File: src/rtl/boot_loader.sv
// ROM download bridge: queues ioctl bytes and writes them to SDRAM,
// one byte per ce_ref slot pair, with a busy hold-off after draining.
module boot_loader #(
    parameter int FIFO_DEPTH  = 8,
    parameter int HOLD_CYCLES = 16
) (
    input  logic        clk_sys,
    input  logic        reset,
    input  logic        ioctl_download,
    input  logic [7:0]  ioctl_index,
    input  logic        ioctl_wr,
    input  logic [24:0] ioctl_addr,
    input  logic [7:0]  ioctl_dout,
    input  logic        ce_ref,
    output logic        mem_we,
    output logic [22:0] mem_addr,
    output logic [7:0]  mem_din,
    output logic        busy,
    output logic        err
);

    localparam int AW = $clog2(FIFO_DEPTH);
    localparam int HW = $clog2(HOLD_CYCLES + 1);

    typedef enum logic {IDLE, WRITE} state_t;

    state_t         state_q, state_d;
    logic [30:0]    fifo_mem [FIFO_DEPTH];
    logic [AW-1:0]  wr_ptr, rd_ptr;
    logic [AW:0]    count;
    logic [HW-1:0]  hold;
    logic           dl_q;
    logic [10:0]    page_sel;
    logic [8:0]     page;
    logic           rom_dl, push_req, push, overflow;
    logic           full, empty, pop, load;

    assign rom_dl   = ioctl_download && (ioctl_index == 8'd0);
    assign page_sel = ioctl_addr[24:14];
    assign push_req = rom_dl && ioctl_wr && (page_sel <= 11'd2);
    assign full     = (count == (AW+1)'(FIFO_DEPTH));
    assign empty    = (count == '0);
    assign push     = push_req && !full;
    assign overflow = push_req && full;

    always_comb begin
        case (page_sel)
            11'd1:   page = 9'h100;
            11'd2:   page = 9'h107;
            default: page = 9'h000;
        endcase
    end

    // Storage has no reset; flushing is done through the pointers.
    always_ff @(posedge clk_sys) begin
        if (push)
            fifo_mem[wr_ptr] <= {page, ioctl_addr[13:0], ioctl_dout};
    end

    always_ff @(posedge clk_sys) begin
        if (reset) begin
            wr_ptr <= '0;
            rd_ptr <= '0;
            count  <= '0;
        end else begin
            if (push)
                wr_ptr <= wr_ptr + 1'b1;
            if (pop)
                rd_ptr <= rd_ptr + 1'b1;
            case ({push, pop})
                2'b10:   count <= count + 1'b1;
                2'b01:   count <= count - 1'b1;
                default: count <= count;
            endcase
        end
    end

    always_ff @(posedge clk_sys) begin
        if (reset)
            state_q <= IDLE;
        else
            state_q <= state_d;
    end

    always_comb begin
        state_d = state_q;
        case (state_q)
            IDLE:    if (ce_ref && !empty) state_d = WRITE;
            WRITE:   if (ce_ref)           state_d = IDLE;
            default: state_d = IDLE;
        endcase
    end

    always_comb begin
        mem_we = (state_q == WRITE);
        pop    = (state_q == WRITE) && ce_ref;
        load   = (state_q == IDLE) && ce_ref && !empty;
    end

    // Head is latched at write start so the bus stays stable in WRITE.
    always_ff @(posedge clk_sys) begin
        if (reset) begin
            mem_addr <= '0;
            mem_din  <= '0;
        end else if (load) begin
            {mem_addr, mem_din} <= fifo_mem[rd_ptr];
        end
    end

    always_ff @(posedge clk_sys) begin
        if (reset)
            hold <= '0;
        else if (rom_dl || !empty || state_q == WRITE)
            hold <= HW'(HOLD_CYCLES);
        else if (hold != '0)
            hold <= hold - 1'b1;
    end

    always_ff @(posedge clk_sys) begin
        if (reset) begin
            dl_q <= 1'b0;
            err  <= 1'b0;
        end else begin
            dl_q <= ioctl_download;
            if (overflow)
                err <= 1'b1;
            else if (rom_dl && !dl_q)
                err <= 1'b0;
        end
    end

    assign busy = rom_dl || !empty || (state_q == WRITE) || (hold != '0);

endmodule

File: config.mk
export PLATFORM = sky130hd
export DESIGN_NAME = boot_loader
export DESIGN_NICKNAME = d
export VERILOG_FILES = /design/src/rtl/boot_loader.sv
export SDC_FILE = /design/constraint.sdc
export NUM_CORES = 1
export LEC_CHECK = 0
export CAP_MARGIN = 10
export CORE_MARGIN = 2
export CORE_UTILIZATION = 52
export CTS_CLUSTER_DIAMETER = 50
export DETAILED_ROUTE_END_ITERATION = 6
export GPL_TIMING_DRIVEN = 0
export PLACE_DENSITY = 0.76
export SYNTH_ARGS = -nofsm -noshare
export SYNTH_HDL_FRONTEND = slang
export SYNTH_SLANG_ARGS = --single-unit
export TNS_END_PERCENT = 20
File: constraint.sdc
create_clock -name clk_sys -period 5.25 [get_ports clk_sys]
set_input_delay 1.05 -clock clk_sys [delete_from_list [all_inputs] [get_ports clk_sys]]
set_output_delay 1.05 -clock clk_sys [all_outputs]
set_load 0.005 [all_outputs]
; ---- Yosys cells after proc, flatten, opt, wreduce, memory -nomap -nowiden
; Memory sizes are Yosys's and may differ from the RTL's. A register that Yosys moved wholly into a read port is not among the register bits.
; Index checks and enable logic that the tools add are counted.
; W data, S select, Z words.
[classes]
add_sub_neg = 5
order_cmp = 1
n_eq_ne = 5
mux = 11
n_bitwise = 1
n_reduce_logical = 23
[ops]
columns = op, n
row1 = $pmux W9 S2, 1
row2 = $eq A11 B1 Y1 const B, 1
row3 = $eq A11 B2 Y1 const B, 1
row4 = $le A11 B2 Y1 const B, 1
row5 = $logic_and A1 B1 Y1, 10
row6 = $mux W5, 2
row7 = $logic_not A8 Y1, 1
row8 = $pmux W4 S2, 1
row9 = $add A3 B1 Y3 const B, 2
row10 = $mux W1, 6
row11 = $reduce_bool A2 Y1, 3
row12 = $reduce_bool A5 Y1, 1
row13 = $sub A5 B1 Y5 const B, 1
row14 = $add A4 B1 Y4 const B, 1
row15 = $eq A4 B4 Y1 const B, 1
row16 = $logic_not A4 Y1, 1
row17 = $sub A4 B1 Y4 const B, 1
row18 = $logic_not A1 Y1, 3
row19 = $logic_or A1 B1 Y1, 3
row20 = $eq A2 B1 Y1 const B, 1
row21 = $eq A2 B2 Y1 const B, 1
row22 = $pmux W1 S2, 1
row23 = $reduce_or A2 Y1, 1
row24 = $not A1 Y1, 1
[word_totals]
ff_bits = 18
mem_bits_rw = 248
in_bits = 46
output_inout_bits = 34
elab_cells = 55
memories = 1
[memory_table]
columns = name, depth, width, read_ports, rd_ports_with_merged_regs, wr, line
row1 = fifo_mem, 8, 31, 1, 1, 1, 28  ; logic [30:0] fifo_mem [FIFO_DEPTH];

; ---- Longest topological paths before layout
; Gate-level depths: netlist (run 1).
[logic_depth]
word_depth = 7
mapped_depth = 11
mapped_depth_nobuf = 10

; ---- Worst setup path before layout (run 1)
; OpenSTA, ideal clock, no wires.
[synth_path]
path_type = input -> register
start = input port ioctl_addr[17]
end = memory fifo_mem[2][0], enable pin
setup_time_ps = 475
t_arrival_ps = 4471
setup_slack_ps = 304
path_stages = 4
path_cell_list = nor4_1 > and3_1 > nand3_1 > nor4b_1
[synth_between]
elab_chain_cells = 5
[synth_lines]
columns = element, line
row1 = from (decl), 12  ; input logic [24:0] ioctl_addr,
row2 = $le A11 B2 Y1, 40  ; assign push_req = rom_dl && ioctl_wr && (page_sel <= 11'd2);
row3 = $logic_and A1 B1 Y1, 40
row4 = $logic_and A1 B1 Y1, 43  ; assign push = push_req && !full;
row5 = $mux W1, 56  ; if (push)
row6 = $mux W1 (implied by the code), 57  ; fifo_mem[wr_ptr] <= {page, ioctl_addr[13:0], ioctl_dout};
row7 = to (decl), 28
; No other way between the ends.

; ---- Worst setup path after layout (run 1)
[layout_path]
start = input port ioctl_index[2]
end = output port busy
[layout_between]
elab_chain_cells = 5
[layout_lines]
columns = element, line
row1 = from (decl), 10  ; input logic [7:0] ioctl_index,
row2 = $logic_not A8 Y1, 38  ; assign rom_dl = ioctl_download && (ioctl_index == 8'd0);
row3 = $logic_and A1 B1 Y1, 38
row4 = $logic_or A1 B1 Y1 (3 in a row), 132  ; assign busy = rom_dl || !empty || (state_q == WRITE) || (hold != '0);
row5 = to (decl), 18  ; output logic busy,
; No other way between the ends.

==> summary.md, run 1 <==
| Metric | Value |
|---|---|
| Outcome | `finished, final reports clean` |
| Highest clock rate | `251 MHz` |
| Synth top area cells | `edfxtp_1 64%, mux4_2 12%, dfxtp_1 9.4%` |
| Grt met3 use | `3.40%` |
| Post-synth top area cell | `edfxtp_1` |
| EDFF count, synth | `192` |
| # Post-CTS Setup Buffers | `0` |
| CP required | `4200 ps` |
| Core area | `17100 um^2` |
| Routed WL per cell | `22.3 um` |
| Die Wd | `135 um` |
| Filler cells | `1141` |
| Final wirelength | `19400 um` |
| Overall Global Routing Usage | `21.5%` |
| Synth async-reset ratio | `0%` |
| Vias in the first global route | `5320` |
| Top-count cell post-synth | `edfxtp_1` |
| I/O pins | `80` |
| Relative slew slack | `24.9%` |
| Crit. End Element | `output pin` |
| CTS Root Cell | `clkbuf_16` |
| Ys Warns | `0` |
| Later-pin clock latency in the skew report | `520 ps` |
| GRT met1 Usage | `28.1%` |
| Arr. time, crit path | `2930 ps` |
| Full die area | `18300 um^2` |
| Post-route ant nets | `0` |
| Hold WS | `493 ps` |
| HPWL Detailed | `12700 um` |
| Fraction of layout instances using a drive strength above 1 | `22.8%` |
| Crit Reg-Reg Startpoint | `count[2]` |
| CP endpoint | `busy` |
| Detailed-router iteration count before antenna repair | `4` |
| Worst min-delay path startpoint | `mem_addr[9]` |
| VDD IR-drop max | `0.376 mV` |
| Mapped Cells | `501` |
| Worst Hold Class | `reg -> reg` |
| Layout area overhead | `25.0%` |
| Cts bufs inserted | `26` |
| # DRC | `0` |
| RSZ-0062 raised after global routing | `false` |
| Reg2Reg Setup Slack | `2710 ps` |
| Antenna fix cells | `0` |
| Initial antenna violation count | `0` |
| TritonCTS clock tree | `built` |
| Multi-input logic area | `2230 um^2` |
| Final setup viols | `0` |
| #FFs+latches synth | `234` |
| Top-area cell type share of the netlist area | `64.3%` |
| GPL Wtd Cong | `0.738` |
| Max-cap violations | `0` |
| Port buffer count | `74` |
| Worst setup path startpoint | `ioctl_index[2]` |
| H-tree levels | `1` |
| Util after Layout | `65.7%` |
| Starting Density | `52.6%` |
| Largest net degree at the start of global routing | `25` |
| Register area share after synthesis | `73.6%` |
| Worst-path maximum fanout | `3` |
| Hold Buf Count CTS | `0` |
| Buffer depth of the longest clock path | `3` |
| Final worst-path cycle share | `75.8%` |
| First-pass GRT wire length | `29400 um` |
| GRT Max-Usage Layer | `met2` |
| Post-synth top flop | `edfxtp_1` |
| Startpoint Class | `primary input` |
| Slew of the pin with the lowest slew margin | `1120 ps` |
| Worst Setup Slack, final | `1270 ps` |
| Leakage | `3.64 nW` |
| Avg Cell Area, Syn | `17.9 um^2` |
| GRT overflow | `0` |
| Post-synth cell types | `41` |
| Nets@finish | `680` |
| Global-route track usage on met2 | `37.2%` |
| Setup CP Type | `in -> out` |
| R2r endpoint | `fifo_mem[2][15]` |
| FP Rows | `48` |
| Via count | `5113` |
| Cell count of the worst reg-to-reg path | `6` |
| Pwr dens | `376 nW/um^2` |
| Synth top cells by count | `192 x edfxtp_1, 48 x mux4_2, 42 x dfxtp_1` |
| Post-CTS sizing | `0` |
| Initial DRC count | `378` |
| Reg clk slew, reported paths | `60 ps` |
| Count of pins over their slew limit | `0` |
| Storage cell area | `6610 um^2` |
| Die Ht | `135 um` |
| Post-synthesis cell area | `8970 um^2` |
| Clk sink count | `234` |
| Final-report hold violation count | `0` |
| Final min period | `3980 ps` |
| DR vias/cell | `5.87` |
| Clock skew | `11.8 ps` |
| Pre-CTS setup slack | `1200 ps` |
==> report_power, final <==
| group | internal, W | leakage, nW | switching, W | total, W |
|---|---|---|---|---|
| Clock | 0.00128 | 0.471 | 0.000713 | 0.00199 |
| Sequential | 0.00202 | 2.04 | 0.0000155 | 0.00204 |
| Combinational | 0.0000988 | 1.13 | 0.0000959 | 0.000195 |
| Total | 0.00340 | 3.64 | 0.000825 | 0.00422 |
==> layout make-up <==
| cell class | instances | share of cell area, % |
|---|---|---|
| Sequential cell | 234 | 58.9 |
| Tap cell | 225 | 2.51 |
| Clock buffer | 31 | 6.43 |
| Inverter | 5 | 0.167 |
| Clock inverter | 16 | 2.21 |
| Multi-Input combinational cell | 235 | 19.9 |
| Buffer | 31 | 1.60 |
| Timing Repair Buffer | 94 | 8.31 |
==> layout by cell type (no fill, tap or decap), drive strengths merged, types with 4 or more instances in the layout <==
master,instances
clkdlybuf4s50,74
edfxtp,192
o22ai,25
xor2,4
dfxtp,42
nand3,7
nor2b,5
nor2,41
buf,42
nand4,4
nor4,4
clkinv,7
bufinv,6
nand2,9
conb,5
nor3,32
inv,6
clkbuf,40
mux4,48
xnor2,5
ha,7
nor3b,5
a21oi,9
nor4b,4
==> critical path: stages <==
cell and delay, ps:
clkdlybuf4s50_1 420, nor4_1 460, nand3_1 210, nor3b_1 210, nand2_1 90, clkdlybuf4s50_1 500
==> flip-flops by register name (all words and copies together) (netlist names) <==
name	count
hold	5
mem_addr	16
err	1
dl_q	1
fifo_mem	192
rd_ptr	3
mem_din	8
count	4
wr_ptr	3
mem_we	1
==> metrics by stage <==
step / area (um^2) / setup TNS [ps] / power [W] / std cells
after floorplan: 8990 / 0 / 0.00218 / 505
after global placement: 10000 / -269810 / 0.00225 / 804
after detailed placement: 10200 / 0 / 0.00227 / 824
after CTS: 11200 / 0 / 0.00425 / 871
after global routing: 11200 / 0 / 0.00434 / 871
final: 11200 / 0 / 0.00422 / 871
==> cells by family (layout without fill, tap and decap cells) <==
group	count (synthesis)	in the layout	share of synthesized area, %
XOR/XNOR	9	9	0.879
adder cells (fa/ha/maj)	7	7	0.976
buffers and inverters	36	177	2.20
flip-flops	234	234	73.6
other	1	5	0.0418
AND/OR/NAND/NOR	121	121	6.96
AO/OA/AOI/OAI	41	41	2.78
multiplexers	52	52	12.5
==> metal layers <==
layer | share of wire (%) | vias up | routed length (um)
met3 | 6.2 | 50 | 1200
met5 | 0 | - | 0
met2 | 52 | 203 | 10000
met4 | 2.9 | 0 | 566
li1 | - | 2247 | -
met1 | 39 | 2613 | 7590
==> worst min-delay path by stage <==
| stage | to | slack (ps) | cells after the start |
|---|---|---|---|
| floorplan | err | 470 | 2 |
| finish | mem_addr[9] | 490 | 2 |
| CTS | mem_addr[9] | 490 | 2 |
| global route | mem_din[0] | 510 | 2 |
| detailed placement | mem_addr[9] | 480 | 2 |
| global placement | mem_addr[2] | 480 | 2 |
No activity file was read; power rests on OpenSTA's default activity.
==> run 2: changes to the inputs <==
Settings changed: CORE_UTILIZATION 52 to 57, PLACE_DENSITY 0.76 to 0.79.
Clock period 5.25 ns to 3.8 ns, I/O delays scaled along.
==> run 2 against run 1 <==
Compared with the run above:
- wire length is 2.2% higher
- power is 33% higher
- sequential power is 38% higher
- count of clock-buffer cells in the layout is 1 higher
- critical path type unchanged
- global-route usage is 3.2 points higher
- non-clock buffer count is 1 lower
==> summary.md, run 2 (synthesis results as in run 1) <==
| Metric | Value |
|---|---|
| Outcome | `finished, final reports clean` |
| Post-Layout Cell Count | `853` |
| Startpoint Class | `primary input` |
| Register with the most flip-flops | `fifo_mem` |
| Count of pins over their slew limit | `0` |
| Arr. time, crit path | `2690 ps` |
| Clock skew | `12.2 ps` |
| CTS Root Cell | `clkbuf_16` |
| Slew of the pin with the lowest slew margin | `1120 ps` |
| First-pass GRT wire length | `30100 um` |
| I/O pins | `80` |
| Port buffer count | `74` |
| RSZ-0062 raised after global routing | `false` |
| Pre-CTS setup slack | `-67.8 ps` |
| Overall Global Routing Usage | `24.7%` |
| Worst Hold Class | `reg -> reg` |
| Top flop regs | `fifo_mem x192, mem_addr x16, mem_din x8` |
| Commonest non-fill, non-tap cell in the layout | `edfxtp_1` |
| Hold Buf Count CTS | `0` |
| Placed Cells | `809` |
| Logic gate share of total power | `4.8%` |
| Final-report hold violation count | `0` |
| Most frequent cells in the layout | `192 x edfxtp_1, 74 x clkdlybuf4s50_1, 48 x mux4_2, 42 x dfxtp_1, 40 x nor2_1` |
| CP required | `3040 ps` |
| # Post-CTS Setup Buffers | `0` |
| Routed WL per cell | `23.2 um` |
| Starting Density | `58.6%` |
| Later-pin clock latency in the skew report | `520 ps` |
| Die Wd | `129 um` |
| Highest clock rate | `290 MHz` |
| Detailed-router iteration count before antenna repair | `5` |
| FP Rows | `45` |
| Full die area | `16800 um^2` |
| Post-route ant nets | `0` |
| Relative slew slack | `24.6%` |
| Nets@finish | `677` |
| Largest net degree at the start of global routing | `25` |
| Via count | `5043` |
| H-tree levels | `1` |
| Die Ht | `129 um` |
| DR vias/cell | `5.91` |
| GPL Wtd Cong | `0.743` |
| Setup CP Type | `in -> out` |
| Crit. End Element | `output pin` |
| Final setup viols | `0` |
| TritonCTS clock tree | `built` |
| Final min period | `3450 ps` |
| Flip-flop count of the largest register after layout | `192` |
| Leakage | `3.59 nW` |
| Int Pwr | `0.00448 W` |
| Final worst-path cycle share | `90.7%` |
| Pwr dens | `504 nW/um^2` |
| Worst Setup Slack, final | `353 ps` |
| HPWL Detailed | `12400 um` |
| Sw Share | `19.9%` |
| VDD IR-drop max | `0.386 mV` |
| Layout area overhead | `23.8%` |
| # DRC | `0` |
| Post-CTS sizing | `0` |
| Buffer depth of the longest clock path | `3` |
| Vias in the first global route | `5213` |
| Power share of the clock group | `44.9%` |
| Fraction of layout instances using a drive strength above 1 | `22.0%` |
| Clk sink count | `234` |
| Cts bufs inserted | `24` |
| Core area | `15300 um^2` |
| Initial antenna violation count | `0` |
| GRT overflow | `0` |
| Final wirelength | `19800 um` |
| Worst-path maximum fanout | `3` |
| Antenna fix cells | `0` |
| Switching Power | `0.00111 W` |
| Initial DRC count | `429` |
| Reg clk slew, reported paths | `60 ps` |
| Max-cap violations | `0` |
| Seq pwr share | `50.3%` |
## run 2: metrics by stage
step	area (um^2)	utilization (%)	hold slack, ps	setup TNS [ps]	total power, W
4_1_cts	11100	72.5	475	0	0.00562
6_report	11100	72.5	474	0	0.00560
5_1_grt	11100	72.5	497	0	0.00574
3_3_place_gp	10000	65.3	460	-405230	0.00311
2_1_floorplan	8990	-	466	-36800	0.00301
3_5_place_dp	10200	66.9	467	-440	0.00314
## run 2: final timing paths
kind	start	cells after the start	slack, ps	end
setup / recovery	ioctl_index[2]	6	350	busy
hold / removal	err	2	470	err
setup reg to reg	count[0]	7	1210	fifo_mem[0][5]
hold reg to reg	err	2	470	err
## run 2: area by class of cell
type / count / area (um^2)
buffer: 31 / 179
clock buffer: 32 / 692
clock inverter: 12 / 168
fill: 918 / 4210
inverter: 5 / 18.8
multi-input combinational: 235 / 2240
sequential: 234 / 6610
tap: 211 / 264
timing repair buffer: 93 / 943
## run 2: routing by layer
| layer | routed length [um] | global-route usage [%] |
|---|---|---|
| met4 | 622 | 9.68 |
| met2 | 10400 | 43.3 |
| met3 | 1060 | 4.00 |
| met1 | 7710 | 31.3 |
| met5 | 0 | 0 |
## run 2: power by group through the flow
| stage | logic, W | registers [W] | clock network [W] |
|---|---|---|---|
| 2_1_floorplan | 0.000149 | 0.00286 | 0 |
| 3_3_place_gp | 0.000248 | 0.00287 | 0 |
| 3_5_place_dp | 0.000267 | 0.00287 | 0 |
| 4_1_cts | 0.000270 | 0.00281 | 0.00253 |
| 5_1_grt | 0.000296 | 0.00282 | 0.00262 |
| 6_report | 0.000270 | 0.00281 | 0.00251 |
## run 2: critical path: stages
cell and delay [ps]:
clkdlybuf4s50_1 420, nor4_1 480, nand3_1 230, nor3b_1 220, nand2_1 80, clkdlybuf4s50_1 490
==> run 3: changes to the inputs <==
Clock period 3.8 ns to 3.7 ns, I/O delays scaled along.
==> run 3 against run 2 <==
Compared with the run above:
- count of clock-buffer cells in the layout rose by 2
- core utilization is 0.68 points lower
- global-route usage down 1.1 points
- wire length fell by 3.4%
- clock power shrank 11%
- first-iteration DRC count up 0.70%
- critical path type unchanged
- sequential power grew 3%
- sequential cell count is the same
- non-clock buffer count down 1
- via count is 1.4% higher
==> summary.md, run 3 (synthesis results as in run 1) <==
| Metric | Value |
|---|---|
| Sw Share | `20.5%` |
| Cell chain of the critical path | `clkdlybuf4s50_1 -> nor4_1 -> nand3_1 -> nor3b_1 -> nand2_1 -> clkdlybuf4s50_1` |
| Int Pwr | `0.00430 W` |
| DR top layer | `met4` |
| Leakage | `3.53 nW` |
| Startpoint Class | `primary input` |
| Initial DRC count | `432` |
| Hold WS | `490 ps` |
| Vias in the first global route | `5269` |
| Pwr dens | `491 nW/um^2` |
| Seq pwr share | `53.5%` |
| Worst path slowest cell | `clkdlybuf4s50_1` |
| Highest clock rate | `289 MHz` |
| Final setup viols | `0` |
| RSZ-0062 raised after global routing | `false` |
| CP peak stage delay | `500 ps` |
| # Post-CTS Setup Buffers | `0` |
| Post-CTS sizing | `0` |
| Worst Setup Slack, final | `243 ps` |
| Die Wd | `129 um` |
| Via count | `5112` |
| Power share of the clock group | `41.5%` |
| Later-pin clock latency in the skew report | `520 ps` |
| GRT overflow | `0` |
| Pre-CTS setup slack | `-61.9 ps` |
| VDD IR-drop max | `0.402 mV` |
| Util after Layout | `71.9%` |
| DR WL met3 | `1110 um` |
| Post-route ant nets | `0` |
| Starting Density | `58.6%` |
| Setup CP Type | `in -> out` |
| Antenna fix cells | `0` |
| Clock skew | `23.1 ps` |
| DR vias/cell | `6.00` |
| CP required | `2960 ps` |
| Layout area overhead | `22.7%` |
| Die Ht | `129 um` |
| Count of pins over their slew limit | `0` |
| HPWL Detailed | `12500 um` |
| Commonest non-fill, non-tap cell in the layout | `edfxtp_1` |
| Port buffer count | `74` |
| I/O pins | `80` |
| # DRC | `0` |
| Nets@finish | `676` |
| Wire length on met2 | `10100 um` |
| Outcome | `finished, final reports clean` |
| Crit. End Element | `output pin` |
| Overall Global Routing Usage | `23.6%` |
| Top flop regs | `fifo_mem x192, mem_addr x16, mem_din x8` |
| Routed WL per cell | `22.5 um` |
| Met1 WL | `7450 um` |
| Buffer depth of the longest clock path | `3` |
| Full die area | `16800 um^2` |
| Post-Layout Cell Count | `852` |
| Fraction of layout instances using a drive strength above 1 | `21.1%` |
| Arr. time, crit path | `2720 ps` |
| Initial antenna violation count | `0` |
| Final min period | `3460 ps` |
| Core area | `15300 um^2` |
| Register with the most flip-flops | `fifo_mem` |
| Sum of buffers and inverters on the critical path | `2` |
| Logic gate share of total power | `5.1%` |
| Placed Cells | `808` |
| TritonCTS clock tree | `built` |
| Flip-flop count of the largest register after layout | `192` |
| Final-report hold violation count | `0` |
| Relative slew slack | `26.2%` |
| FP Rows | `45` |
| Slew of the pin with the lowest slew margin | `1090 ps` |
| Max-cap violations | `0` |
| Detailed-router iteration count before antenna repair | `5` |
| Cts bufs inserted | `24` |
| H-tree levels | `1` |
| Largest net degree at the start of global routing | `25` |
| CP top delay family | `simple AND/OR/NAND/NOR gates` |
| Worst Hold Class | `reg -> reg` |
| Final worst-path cycle share | `93.4%` |
| GPL Wtd Cong | `0.765` |
| Hold Buf Count CTS | `0` |
| Switching Power | `0.00111 W` |
| Most frequent cells in the layout | `192 x edfxtp_1, 74 x clkdlybuf4s50_1, 48 x mux4_2, 42 x dfxtp_1, 40 x nor2_1` |
| CTS Root Cell | `clkbuf_16` |
| Worst-path maximum fanout | `3` |
| Filler cells | `919` |
| Most Frequent Cell on Critical Path | `clkdlybuf4s50_1` |
| Final wirelength | `19100 um` |
| First-pass GRT wire length | `29000 um` |
| Reg clk slew, reported paths | `60 ps` |
| Power Total | `0.00541 W` |
| Clk sink count | `234` |
==> run 3: cell types whose count changed in the layout (fill, tap and decap cells not counted), sizes merged <==
cell / delta
buf: -1
clkinvlp: -1
clkinv: +3
clkbuf: +2
bufinv: -4
==> run 3: power groups by stage <==
stage | clock network (W) | registers, W | logic, W
2_1_floorplan | 0 | 0.00294 | 0.000153
3_3_place_gp | 0 | 0.00294 | 0.000255
4_1_cts | 0.00227 | 0.00289 | 0.000276
6_report | 0.00224 | 0.00289 | 0.000274
5_1_grt | 0.00236 | 0.00289 | 0.000304
3_5_place_dp | 0 | 0.00295 | 0.000274
==> run 3: per-stage QoR <==
stage	TNS, ps	instance area, um^2
2_1_floorplan	-24090	9000
3_3_place_gp	-376190	10000
3_5_place_dp	-69.5	10300
4_1_cts	0	11000
5_1_grt	0	11000
6_report	0	11000
==> run 3: worst paths after layout <==
check                      start    endpoint  slack, ps  cells after the start
setup / recovery  ioctl_index[5]        busy        240                      6
hold / removal        mem_din[1]  mem_din[1]        490                      2
setup reg to reg        count[0]    count[2]       1130                     10
hold reg to reg       mem_din[1]  mem_din[1]        490                      2
==> run 3: tightest hold or removal path: stages (launching register included) <==
cell     delay (ps)
dfxtp_1         310
nor2_1           90
nor3_1           50
==> run 3: metal layers <==
metal / GRT usage [%] / up-vias
met3: 3.10 / 44
li1: - / 2242
met1: 30.9 / 2631
met5: 0 / -
met4: 8.48 / 0
met2: 41.4 / 195
==> run 3: area by class of cell <==
cell class	count	area, um^2	area share, %
buffer	31	179	1.63
multi-input combinational	235	2250	20.4
clock inverter	10	60.1	0.546
sequential	234	6610	60.0
clock buffer	34	679	6.17
inverter	5	18.8	0.171
timing repair buffer	92	951	8.64
tap	211	264	2.40
